<file path="config.mk">
export PLATFORM = sky130hd
export DESIGN_NAME = regfile_wr_scheduler
export DESIGN_NICKNAME = d
export VERILOG_FILES = /design/src/rtl/regfile_wsched_pkg.sv /design/src/rtl/regfile_wsched_fifo.sv /design/src/rtl/regfile_wr_scheduler.sv
export SDC_FILE = /design/constraint.sdc
export NUM_CORES = 1
export LEC_CHECK = 0
export CORE_ASPECT_RATIO = 0.9
export CORE_MARGIN = 4
export CORE_UTILIZATION = 56
export DETAILED_ROUTE_END_ITERATION = 7
export PLACE_DENSITY = 0.94
export SYNTH_ARGS = -nofsm -noshare
export SYNTH_HDL_FRONTEND = slang
export SYNTH_SLANG_ARGS = --single-unit
</file>
<file path="constraint.sdc">
create_clock -name clk_i -period 7 [get_ports clk_i]
set_input_delay 1.4 -clock clk_i [delete_from_list [all_inputs] [get_ports clk_i]]
set_output_delay 1.4 -clock clk_i [all_outputs]
set_load 0.01 [all_outputs]
</file>
<file path="src/rtl/regfile_wsched_pkg.sv">
// -----------------------------------------------------------------------------
// regfile_wsched_pkg
// Shared types for the register-file write scheduler.
//   wr_req_t       : one buffered write (destination register + data word)
//   wsched_state_e : scheduler FSM states
//   NUM_REGS       : size of the integer register file that gets scrubbed
//   DW             : storage width of a buffered data word; the scheduler's
//                    DATA_WIDTH must not exceed it
// -----------------------------------------------------------------------------
package regfile_wsched_pkg;

    localparam int NUM_REGS = 32;
    localparam int DW       = 64;

    typedef struct packed {
        logic [4:0]    addr;
        logic [DW-1:0] data;
    } wr_req_t;

    typedef enum logic [1:0] {
        SCRUB = 2'd0,
        RUN   = 2'd1,
        DRAIN = 2'd2
    } wsched_state_e;

endpackage

</file>
<file path="src/rtl/regfile_wsched_fifo.sv">
// -----------------------------------------------------------------------------
// regfile_wsched_fifo
// In-order circular buffer of write requests. Up to NR_IN pushes per cycle
// (compacted in port-index order, lowest index oldest) and up to NR_OUT pops
// per cycle (min(count, NR_OUT) oldest entries). The caller guarantees it never
// pushes more than the free space. DEPTH is a power of two, >= 2, and >= both
// NR_IN and NR_OUT.
// Ports:
//   clk_i, rst_ni   clock, synchronous active-low reset
//   push_i          per-port push strobe
//   push_req_i      per-port request to push
//   pop_valid_o     pop slot k carries an entry this cycle
//   pop_req_o       popped entries, oldest on slot 0
//   entries_o       raw storage (physical slot order) for forwarding search
//   valid_o         per-slot valid mask
//   head_o          physical index of the oldest entry
//   count_o         registered number of valid entries
// -----------------------------------------------------------------------------
module regfile_wsched_fifo
    import regfile_wsched_pkg::*;
#(
    parameter  int DEPTH  = 4,
    parameter  int NR_IN  = 2,
    parameter  int NR_OUT = 1,
    localparam int PW     = $clog2(DEPTH),
    localparam int CW     = $clog2(DEPTH) + 1
) (
    input  logic                 clk_i,
    input  logic                 rst_ni,
    input  logic [NR_IN-1:0]     push_i,
    input  wr_req_t [NR_IN-1:0]  push_req_i,
    output logic [NR_OUT-1:0]    pop_valid_o,
    output wr_req_t [NR_OUT-1:0] pop_req_o,
    output wr_req_t [DEPTH-1:0]  entries_o,
    output logic [DEPTH-1:0]     valid_o,
    output logic [PW-1:0]        head_o,
    output logic [CW-1:0]        count_o
);

    wr_req_t [DEPTH-1:0]   r_mem;
    logic [PW-1:0]         r_head;
    logic [PW-1:0]         r_tail;
    logic [CW-1:0]         r_count;
    logic [CW-1:0]         w_push_cnt;
    logic [CW-1:0]         w_pop_cnt;
    logic [NR_IN-1:0][PW-1:0] w_wr_idx;

    // Compact the active pushes onto consecutive slots starting at the tail.
    // NOTE: every always_comb output gets a default before any conditional
    // assignment so no path can leave it unassigned and infer a latch.
    always_comb begin
        w_push_cnt = '0;
        for (int i = 0; i < NR_IN; i++) begin
            w_wr_idx[i] = r_tail + w_push_cnt[PW-1:0];
            if (push_i[i]) begin
                w_push_cnt = w_push_cnt + CW'(1);
            end
        end
    end

    always_comb begin
        w_pop_cnt = (r_count < CW'(NR_OUT)) ? r_count : CW'(NR_OUT);
        for (int k = 0; k < NR_OUT; k++) begin
            pop_valid_o[k] = CW'(k) < r_count;
            pop_req_o[k]   = r_mem[r_head + PW'(k)];
        end
        // A slot is live when its distance from the head is below the count.
        for (int j = 0; j < DEPTH; j++) begin
            valid_o[j] = {1'b0, PW'(j) - r_head} < r_count;
        end
    end

    // NOTE: sequential state uses non-blocking assignments so every register
    // samples pre-edge values regardless of statement order.
    always_ff @(posedge clk_i) begin
        if (!rst_ni) begin
            r_head  <= '0;
            r_tail  <= '0;
            r_count <= '0;
        end else begin
            r_head  <= r_head + w_pop_cnt[PW-1:0];
            r_tail  <= r_tail + w_push_cnt[PW-1:0];
            r_count <= r_count + w_push_cnt - w_pop_cnt;
        end
    end

    // NOTE: the storage array is deliberately not reset; validity comes from
    // head/count, and leaving it reset-free lets it map onto distributed RAM.
    always_ff @(posedge clk_i) begin
        for (int i = 0; i < NR_IN; i++) begin
            if (push_i[i]) begin
                r_mem[w_wr_idx[i]] <= push_req_i[i];
            end
        end
    end

    assign entries_o = r_mem;
    assign head_o    = r_head;
    assign count_o   = r_count;

endmodule

</file>
<file path="src/rtl/regfile_wr_scheduler.sv">
// -----------------------------------------------------------------------------
// regfile_wr_scheduler
// Sequences every write into the distributed-RAM integer register file:
// buffers commit-stage writes in order, drains them onto the physical write
// ports, and scrubs all 32 registers to zero after reset or on request.
// Optional macro: REGFILE_WSCHED_BYPASS_EN enables forwarding of pending
// buffered values to the read ports; otherwise fwd_* are tied to 0 and the
// issue stage must stall reads while occupancy_o != 0.
// Ports:
//   clk_i, rst_ni   clock, synchronous active-low reset
//   scrub_req_i     pulse: drain the buffer then zero the regfile
//   busy_o          high outside RUN (draining for scrub or scrubbing)
//   in_valid_i / in_ready_o / in_addr_i / in_data_i   commit write requests
//   we_o / waddr_o / wdata_o                          regfile write ports
//   occupancy_o     registered number of buffered entries
//   raddr_i / fwd_hit_o / fwd_data_o                  read-port forwarding
// -----------------------------------------------------------------------------
module regfile_wr_scheduler
    import regfile_wsched_pkg::*;
#(
    parameter int DATA_WIDTH    = 64,
    parameter int NR_IN_PORTS   = 2,
    parameter int NR_OUT_PORTS  = 1,
    parameter int NR_READ_PORTS = 2,
    parameter int FIFO_DEPTH    = 4
) (
    input  logic                                      clk_i,
    input  logic                                      rst_ni,
    input  logic                                      scrub_req_i,
    output logic                                      busy_o,
    input  logic [NR_IN_PORTS-1:0]                    in_valid_i,
    output logic [NR_IN_PORTS-1:0]                    in_ready_o,
    input  logic [NR_IN_PORTS-1:0][4:0]               in_addr_i,
    input  logic [NR_IN_PORTS-1:0][DATA_WIDTH-1:0]    in_data_i,
    output logic [NR_OUT_PORTS-1:0]                   we_o,
    output logic [NR_OUT_PORTS-1:0][4:0]              waddr_o,
    output logic [NR_OUT_PORTS-1:0][DATA_WIDTH-1:0]   wdata_o,
    output logic [$clog2(FIFO_DEPTH):0]               occupancy_o,
    input  logic [NR_READ_PORTS-1:0][4:0]             raddr_i,
    output logic [NR_READ_PORTS-1:0]                  fwd_hit_o,
    output logic [NR_READ_PORTS-1:0][DATA_WIDTH-1:0]  fwd_data_o
);

    localparam int PW = $clog2(FIFO_DEPTH);
    localparam int CW = $clog2(FIFO_DEPTH) + 1;

    wsched_state_e               r_state;
    wsched_state_e               w_state_nxt;
    logic [4:0]                  r_scrub_cnt;
    logic [5:0]                  w_scrub_sum;
    logic                        w_ready;
    logic [NR_IN_PORTS-1:0]      w_push;
    wr_req_t [NR_IN_PORTS-1:0]   w_push_req;
    logic [NR_OUT_PORTS-1:0]     w_pop_valid;
    wr_req_t [NR_OUT_PORTS-1:0]  w_pop_req;
    wr_req_t [FIFO_DEPTH-1:0]    w_entries;
    logic [FIFO_DEPTH-1:0]       w_valid;
    logic [PW-1:0]               w_head;
    logic [CW-1:0]               w_count;

    // The carry out of the scrub counter marks the last scrub step.
    assign w_scrub_sum = {1'b0, r_scrub_cnt} + 6'(NR_OUT_PORTS);

    always_comb begin
        w_state_nxt = r_state;
        unique case (r_state)
            SCRUB:   if (w_scrub_sum[5])      w_state_nxt = RUN;
            RUN:     if (scrub_req_i)         w_state_nxt = DRAIN;
            DRAIN:   if (w_count == '0)       w_state_nxt = SCRUB;
            default:                          w_state_nxt = SCRUB;
        endcase
    end

    always_ff @(posedge clk_i) begin
        if (!rst_ni) begin
            r_state     <= SCRUB;
            r_scrub_cnt <= '0;
        end else begin
            r_state     <= w_state_nxt;
            // Held at zero outside SCRUB so every scrub pass starts at x0.
            r_scrub_cnt <= (r_state == SCRUB) ? w_scrub_sum[4:0] : '0;
        end
    end

    // All-or-nothing ready from the registered count: every port can be
    // accepted whenever any is, so commit never splits a group.
    assign w_ready    = (r_state == RUN) &&
                        ((CW'(FIFO_DEPTH) - w_count) >= CW'(NR_IN_PORTS));
    assign in_ready_o = {NR_IN_PORTS{w_ready}};

    // Writes to x0 complete the handshake but are dropped here.
    always_comb begin
        for (int i = 0; i < NR_IN_PORTS; i++) begin
            w_push[i]          = in_valid_i[i] && w_ready && (in_addr_i[i] != 5'd0);
            w_push_req[i].addr = in_addr_i[i];
            w_push_req[i].data = DW'(in_data_i[i]);
        end
    end

    regfile_wsched_fifo #(
        .DEPTH  (FIFO_DEPTH),
        .NR_IN  (NR_IN_PORTS),
        .NR_OUT (NR_OUT_PORTS)
    ) u_fifo (
        .clk_i       (clk_i),
        .rst_ni      (rst_ni),
        .push_i      (w_push),
        .push_req_i  (w_push_req),
        .pop_valid_o (w_pop_valid),
        .pop_req_o   (w_pop_req),
        .entries_o   (w_entries),
        .valid_o     (w_valid),
        .head_o      (w_head),
        .count_o     (w_count)
    );

    // Oldest pop on port 0 so the regfile's highest-port-wins rule keeps
    // program order on equal addresses. The buffer is empty during SCRUB.
    always_comb begin
        for (int k = 0; k < NR_OUT_PORTS; k++) begin
            if (r_state == SCRUB) begin
                we_o[k]    = 1'b1;
                waddr_o[k] = r_scrub_cnt + 5'(k);
                wdata_o[k] = '0;
            end else begin
                we_o[k]    = w_pop_valid[k];
                waddr_o[k] = w_pop_req[k].addr;
                wdata_o[k] = w_pop_req[k].data[DATA_WIDTH-1:0];
            end
        end
    end

    assign occupancy_o = w_count;
    assign busy_o      = (r_state != RUN);

`ifdef REGFILE_WSCHED_BYPASS_EN
    logic [PW-1:0] w_slot;

    // Walk entries oldest to youngest so the youngest match is left standing.
    always_comb begin
        w_slot = '0;
        for (int r = 0; r < NR_READ_PORTS; r++) begin
            fwd_hit_o[r]  = 1'b0;
            fwd_data_o[r] = '0;
            for (int a = 0; a < FIFO_DEPTH; a++) begin
                w_slot = w_head + PW'(a);
                if (w_valid[w_slot] && (w_entries[w_slot].addr == raddr_i[r])) begin
                    fwd_hit_o[r]  = 1'b1;
                    fwd_data_o[r] = w_entries[w_slot].data[DATA_WIDTH-1:0];
                end
            end
            if ((raddr_i[r] == 5'd0) || (r_state == SCRUB)) begin
                fwd_hit_o[r] = 1'b0;
            end
        end
    end
`else
    logic w_unused_fwd;

    assign fwd_hit_o    = '0;
    assign fwd_data_o   = '0;
    assign w_unused_fwd = ^{raddr_i, w_entries, w_valid, w_head};
`endif

endmodule
</file>
==> results of run 1 <==
==> cell families after synthesis <==
| group | Yosys count | share of synthesized area, % |
|---|---|---|
| multiplexers | 626 | 48.4 |
| XOR/XNOR | 10 | 0.542 |
| buffers and inverters | 225 | 9.25 |
| AO/OA/AOI/OAI | 9 | 0.874 |
| AND/OR/NAND/NOR | 106 | 4.08 |
| other | 1 | 0.0232 |
| adder cells (fa/ha/maj) | 11 | 0.944 |
| flip-flops | 290 | 35.9 |
==> report_power, final <==
group	total, W	internal, W	switching [W]
Clock	0.00165	0.000985	0.000664
Sequential	0.00176	0.00167	0.0000899
Combinational	0.000507	0.000248	0.000259
==> final timing paths <==
check / startpoint / endpoint / cells after the start
setup / recovery: u_fifo.head_o[0] / wdata_o[18] / 4
hold / removal: r_scrub_cnt[0] / r_scrub_cnt[0] / 1
setup reg to reg: u_fifo.count_o[1] / u_fifo.entries_o[36] / 11
hold reg to reg: r_scrub_cnt[0] / r_scrub_cnt[0] / 1
==> layer usage <==
layer,part of all wire [%],vias up,GRT usage (%)
met5,0.070,-,0
met1,39,5183,26.4
met2,51,344,43.3
met4,3.2,4,8.26
met3,6.5,75,5.55
li1,-,4745,-
==> metrics by stage <==
| step | instance area, sq um | cells | hold slack [ns] | worst slack (ns) | power, W |
|---|---|---|---|---|---|
| final | 19000 | 1836 | 0.513 | 2.13 | 0.00391 |
| after global routing | 19000 | 1836 | 0.567 | 1.87 | 0.00406 |
| after CTS | 19000 | 1836 | 0.512 | 2.03 | 0.00395 |
| after detailed placement | 18000 | 1782 | 0.485 | 1.73 | 0.00230 |
| after global placement | 18000 | 1782 | 0.451 | 1.79 | 0.00229 |
| after floorplan | 16700 | 1408 | 0.434 | 3.10 | 0.00214 |
==> sequential cells by signal, indices dropped and copies added (netlist names) <==
register	count
u_fifo.head_o	2
u_fifo.count_o	3
u_fifo.entries_o	276
r_state	2
u_fifo.r_tail	2
r_scrub_cnt	5
==> worst max-delay path: stages, from the launching register on <==
cell             delay [ns]
dfxtp_4                0.84
buf_4                  0.73
mux4_2                 0.60
nor2b_1                0.14
clkdlybuf4s50_1        0.54
==> layout make-up <==
class	instances	area, sq um	share of cell area (%)
Multi-Input combinational cell	893	9400	49.4
Sequential cell	290	5810	30.6
Timing Repair Buffer	232	2310	12.2
Clock buffer	43	882	4.64
Tap cell	360	450	2.37
Clock inverter	11	143	0.750
Inverter	7	26.3	0.138
==> cells in the final DEF, fill, tap and decap left out, types with 2 or more instances in the layout <==
master           count
clkinvlp_4           2
xnor2_1              6
bufinv_16            3
inv_1                7
nand2_1              2
fa_1                 2
buf_12               2
dfxtp_4              2
mux4_2              69
clkinv_2             4
clkbuf_16           32
nand4_4              2
a21oi_1              2
dfxtp_1            288
and2_1               9
buf_4               12
clkbuf_8             4
nand3_1              3
clkbuf_1             7
mux2_1              57
nor2_1               9
conb_1             131
ha_1                 9
nor2b_1             69
clkdlybuf4s50_1    218
xor2_1               4
and3_1               2
o2111ai_4            4
mux2_2             500
nand3_4              2
==> results.py, run 1 <==
metrics = {
    "power": {
        "powerDensity_nw_per_um2": 206,
        "ir_drop_v": 0.000186,
        "leakage_nw": 8.31,
    },
    "die": {
        "die_h_um": 169,
        "ios": 359,
        "core_sq_um": 28200,
        "rows": 58,
        "dieArea_sq_um": 31700,
        "initial_utilization_pct": 57.3,
        "die_w_um": 187,
    },
    "cts": {
        "ctsResizeCount": 0,
        "clkLatencyLatePin_ns": 0.55,
        "root_buffer": "clkbuf_16",
        "clock_path_buffers": 3,
        "cts_buffers": 31,
        "htreeDepth": 1,
        "hold_buffers": 0,
        "post_cts_buffers": 0,
        "tritoncts": "yes",
        "clk_pin_slew_ns": 0.06,
        "cts_sinks": 290,
    },
    "finish": {
        "nNetsFinal": 1619,
        "diodes": 0,
        "fin_util_pct": 67.4,
        "fill_cells": 1944,
        "areaGrowthSynthToFinish_pct": 17.6,
        "layout-drive-gt1-share_pct": 43.5,
    },
    "global_routing": {
        "grt.total_usage_pct": 23.3,
        "grt_max_degree": 70,
        "grt_pass1_wl_mm": 60.4,
        "overflow": 0,
        "grt_pass1_vias": 11187,
        "antenna_found_initial": 2,
    },
    "routing": {
        "routedWlPerCell_um": 21.1,
        "drtAntennaViolNets": 0,
        "vias": 10351,
        "viasPerCell": 5.64,
        "route.detailed.drc": 0,
        "first_pass_iters": 7,
        "finalWirelength_mm": 38.7,
        "drt_iter0_drc": 371,
    },
    "logic_synthesis": {
        "avgSynthCellArea_sq_um": 12.7,
        "synth_edf_count": 0,
        "synth.distinct_cells": 36,
        "ys_ff_latch": 290,
        "ys_async_sr_fraction_pct": 0,
        "seq_area_frac_synth_pct": 35.9,
        "yosys-top-cells-count": "500 x mux2_2, 290 x dfxtp_1, 141 x buf_4",
        "ys.flop_type": "dfxtp_1",
        "yosys.area.top_type_share_pct": 35.9,
        "postSynthCellCount": 1278,
        "ys.warnings.count": 0,
        "synth_most_common_cell": "mux2_2",
        "mappedNetlistArea_sq_um": 16200,
        "yosys.area.top_type": "dfxtp_1",
        "synthTopCellsByArea": "dfxtp_1 36%, mux2_2 35%, mux4_2 9.6%",
    },
    "placement": {
        "place_congestion": 0.774,
        "hpwlAfterDp_mm": 25.0,
        "port_buffers": 218,
    },
    "run": {
        "drv_cap": 0,
    },
    "sta": {
        "max_freq_mhz": 205,
        "skew_ns": 0.0129,
        "rsz0062_at_grt": "no",
        "drv_slew": 0,
        "max_slew.worst_pin.slew_ns": 1.18,
        "setup_viol": 0,
        "maxSlewHeadroom_pct": 21.4,
        "finalCriticalPeriod_ns": 4.87,
        "timing.final.crit_share_pct": 69.5,
        "setup_tns_ns": 0,
        "hold_viol_final": 0,
    },
    "setup_path": {
        "rrSetupSlack_ns": 2.94,
        "cp.arrival_ns": 3.47,
        "required_ns": 5.60,
        "end_kind": "primary output",
        "critPathKind": "flip-flop to primary output",
        "start_kind": "flip-flop",
        "path_max_fanout": 36,
    },
    "status": {
        "outcome": "finished, final reports clean",
    },
    "worst_hold_path": {
        "hold_class": "flip-flop to flip-flop",
    },
}
No activity file was read; power rests on OpenSTA's default activity.
==> run 2, diff against run 1 <==
--- a/config.mk
+++ b/config.mk
@@ -7,9 +7,9 @@
 export LEC_CHECK = 0
 export CORE_ASPECT_RATIO = 0.9
 export CORE_MARGIN = 4
-export CORE_UTILIZATION = 56
+export CORE_UTILIZATION = 52
 export DETAILED_ROUTE_END_ITERATION = 7
-export PLACE_DENSITY = 0.94
+export PLACE_DENSITY = 0.89
 export SYNTH_ARGS = -nofsm -noshare
 export SYNTH_HDL_FRONTEND = slang
 export SYNTH_SLANG_ARGS = --single-unit
==> constraint.sdc (replaced) <==
create_clock -name clk_i -period 5.1 [get_ports clk_i]
set_input_delay 1.02 -clock clk_i [delete_from_list [all_inputs] [get_ports clk_i]]
set_output_delay 1.02 -clock clk_i [all_outputs]
set_load 0.01 [all_outputs]
==> run 2 against run 1 <==
Net effect:
- die area up 7.3%
- clock-buffer cell count up 4
- global-route usage down 1.5 points
- first-iteration DRC count down 13%
- critical path depth unchanged
- sequential share of layout area down 0.21 points
- via count down 1.6%
- sequential cell count unchanged
- total power up 34%
- combinational power up 54%
- clock power up 28%
- largest cell class unchanged
==> results.py, run 2 (synthesis results as in run 1) <==
metrics = {
    "status": {
        "outcome": "finished, final reports clean",
    },
    "sta": {
        "setup_viol": 0,
        "maxSlewHeadroom_pct": 48.4,
        "drv_slew": 0,
        "max_slew.worst_pin.slew_ns": 0.773,
        "hold_viol_final": 0,
        "timing.final.crit_share_pct": 80.8,
        "skew_ns": 0.0196,
        "finalCriticalPeriod_ns": 4.12,
        "rsz0062_at_grt": "no",
        "setup_tns_ns": 0,
        "max_freq_mhz": 243,
    },
    "setup_path": {
        "cp.arrival_ns": 3.10,
        "start_kind": "flip-flop",
        "path_max_fanout": 24,
        "end_kind": "primary output",
        "required_ns": 4.08,
        "r2r_cells": 13,
        "rrSetupSlack_ns": 1.29,
        "rr_startpoint": "u_fifo.count_o[1]",
        "critPathKind": "flip-flop to primary output",
        "r2r-end": "u_fifo.count_o[2]",
    },
    "routing": {
        "finalWirelength_mm": 38.9,
        "routedWlPerCell_um": 20.6,
        "drtAntennaViolNets": 0,
        "vias": 10188,
        "viasPerCell": 5.40,
        "first_pass_iters": 4,
        "route.detailed.drc": 0,
        "drt_iter0_drc": 322,
    },
    "cts": {
        "hold_buffers": 0,
        "htreeDepth": 1,
        "clkLatencyLatePin_ns": 0.57,
        "cts_sinks": 290,
        "ctsResizeCount": 0,
        "clk_pin_slew_ns": 0.06,
        "post_cts_buffers": 0,
        "tritoncts": "yes",
        "clock_path_buffers": 3,
        "root_buffer": "clkbuf_16",
        "cts_buffers": 30,
    },
    "placement": {
        "place_congestion": 0.745,
        "hpwlAfterDp_mm": 24.8,
        "port_buffers": 218,
    },
    "run": {
        "drv_cap": 0,
    },
    "die": {
        "initial_utilization_pct": 53.5,
        "die_w_um": 194,
        "ios": 359,
        "core_sq_um": 30300,
        "rows": 60,
        "dieArea_sq_um": 34000,
        "die_h_um": 175,
    },
    "power": {
        "power.share.clock_pct": 40.4,
        "powerDensity_nw_per_um2": 274,
        "p_switching_w": 0.00137,
        "power_frac_seq_pct": 44.7,
        "internal_power_w": 0.00388,
        "ir_drop_v": 0.000243,
        "leakage_nw": 8.36,
        "finalPower_w": 0.00525,
        "p_comb_share_pct": 14.9,
        "swShare_pct": 26.2,
    },
    "worst_hold_path": {
        "whs_path_depth": 1,
        "hold_end": "r_scrub_cnt[0]",
        "hold_class": "flip-flop to flip-flop",
        "worstHoldStart": "r_scrub_cnt[0]",
    },
    "finish": {
        "fin_util_pct": 63.3,
        "fill_cells": 2246,
        "mostFrequentLayoutCells": "500 x mux2_2, 288 x dfxtp_1, 218 x clkdlybuf4s50_1, 131 x conb_1",
        "areaGrowthSynthToFinish_pct": 18.5,
        "layout.cells.most_common": "mux2_2",
        "layout-drive-gt1-share_pct": 43.5,
        "largest_register_ffs": 276,
        "nNetsFinal": 1626,
    },
    "global_routing": {
        "overflow": 0,
        "grt.total_usage_pct": 21.8,
        "grt_pass1_vias": 10923,
        "antenna_found_initial": 0,
        "grt_max_degree": 71,
        "grt_pass1_wl_mm": 60.4,
    },
}
run 2: cell types whose count changed in the layout (fill, tap and decap cells not counted), sizes merged:
cell	change
buf	+8
bufinv	-2
clkbuf	+4
clkinv	-2
clkinvlp	-2
diode	+1
inv	-1
run 2: through the flow:
step | setup slack (ns) | cell area [sq um] | hold WS (ns) | cells
2_1_floorplan | 1.58 | 16700 | 0.434 | 1408
3_3_place_gp | 0.833 | 18200 | 0.455 | 1833
3_5_place_dp | 0.793 | 18200 | 0.479 | 1833
4_1_cts | 0.871 | 19200 | 0.519 | 1884
5_1_grt | 0.789 | 19200 | 0.559 | 1884
6_report | 0.980 | 19200 | 0.529 | 1885
run 2: area by class of cell:
cell class / instances / area, sq um / area share, %
tap: 403 / 504 / 2.63
inverter: 7 / 26.3 / 0.137
multi-input combinational: 893 / 9400 / 49.1
clock inverter: 4 / 56.3 / 0.294
timing repair buffer: 240 / 2470 / 12.9
antenna: 1 / 2.50 / 0.0131
clock buffer: 47 / 885 / 4.62
sequential: 290 / 5810 / 30.3
run 2: worst max path at each step:
stage | startpoint | endpoint | slack, ns | cells past startpoint
floorplan | in_addr_i[1] | u_fifo.count_o[2] | 1.58 | 10
global placement | in_addr_i[1] | u_fifo.entries_o[265] | 0.83 | 8
detailed placement | in_addr_i[1] | u_fifo.entries_o[270] | 0.79 | 8
CTS | u_fifo.head_o[0] | waddr_o[4] | 0.87 | 4
global route | u_fifo.head_o[0] | waddr_o[4] | 0.79 | 4
finish | u_fifo.head_o[0] | waddr_o[4] | 0.98 | 4
run 2: critical path: stages (launching register included):
cell             delay, ns
dfxtp_4               0.70
buf_4                 0.48
mux4_2                0.55
mux2_2                0.30
clkdlybuf4s50_1       0.50
run 2: power by group through the flow:
stage | clock network [W] | logic (W) | registers [W]
2_1_floorplan | 0 | 0.000596 | 0.00235
3_3_place_gp | 0 | 0.000764 | 0.00240
3_5_place_dp | 0 | 0.000779 | 0.00240
4_1_cts | 0.00217 | 0.000786 | 0.00235
5_1_grt | 0.00227 | 0.000840 | 0.00236
6_report | 0.00212 | 0.000780 | 0.00235
run 2: per-layer routing:
metal  routed length (um)  up-vias  track usage (%)
li1                     -     4754                -
met1                15900     5045             26.6
met2                19600      320             39.2
met3                 2450       69             5.02
met4                  942        0             5.80
met5                    0        -                0
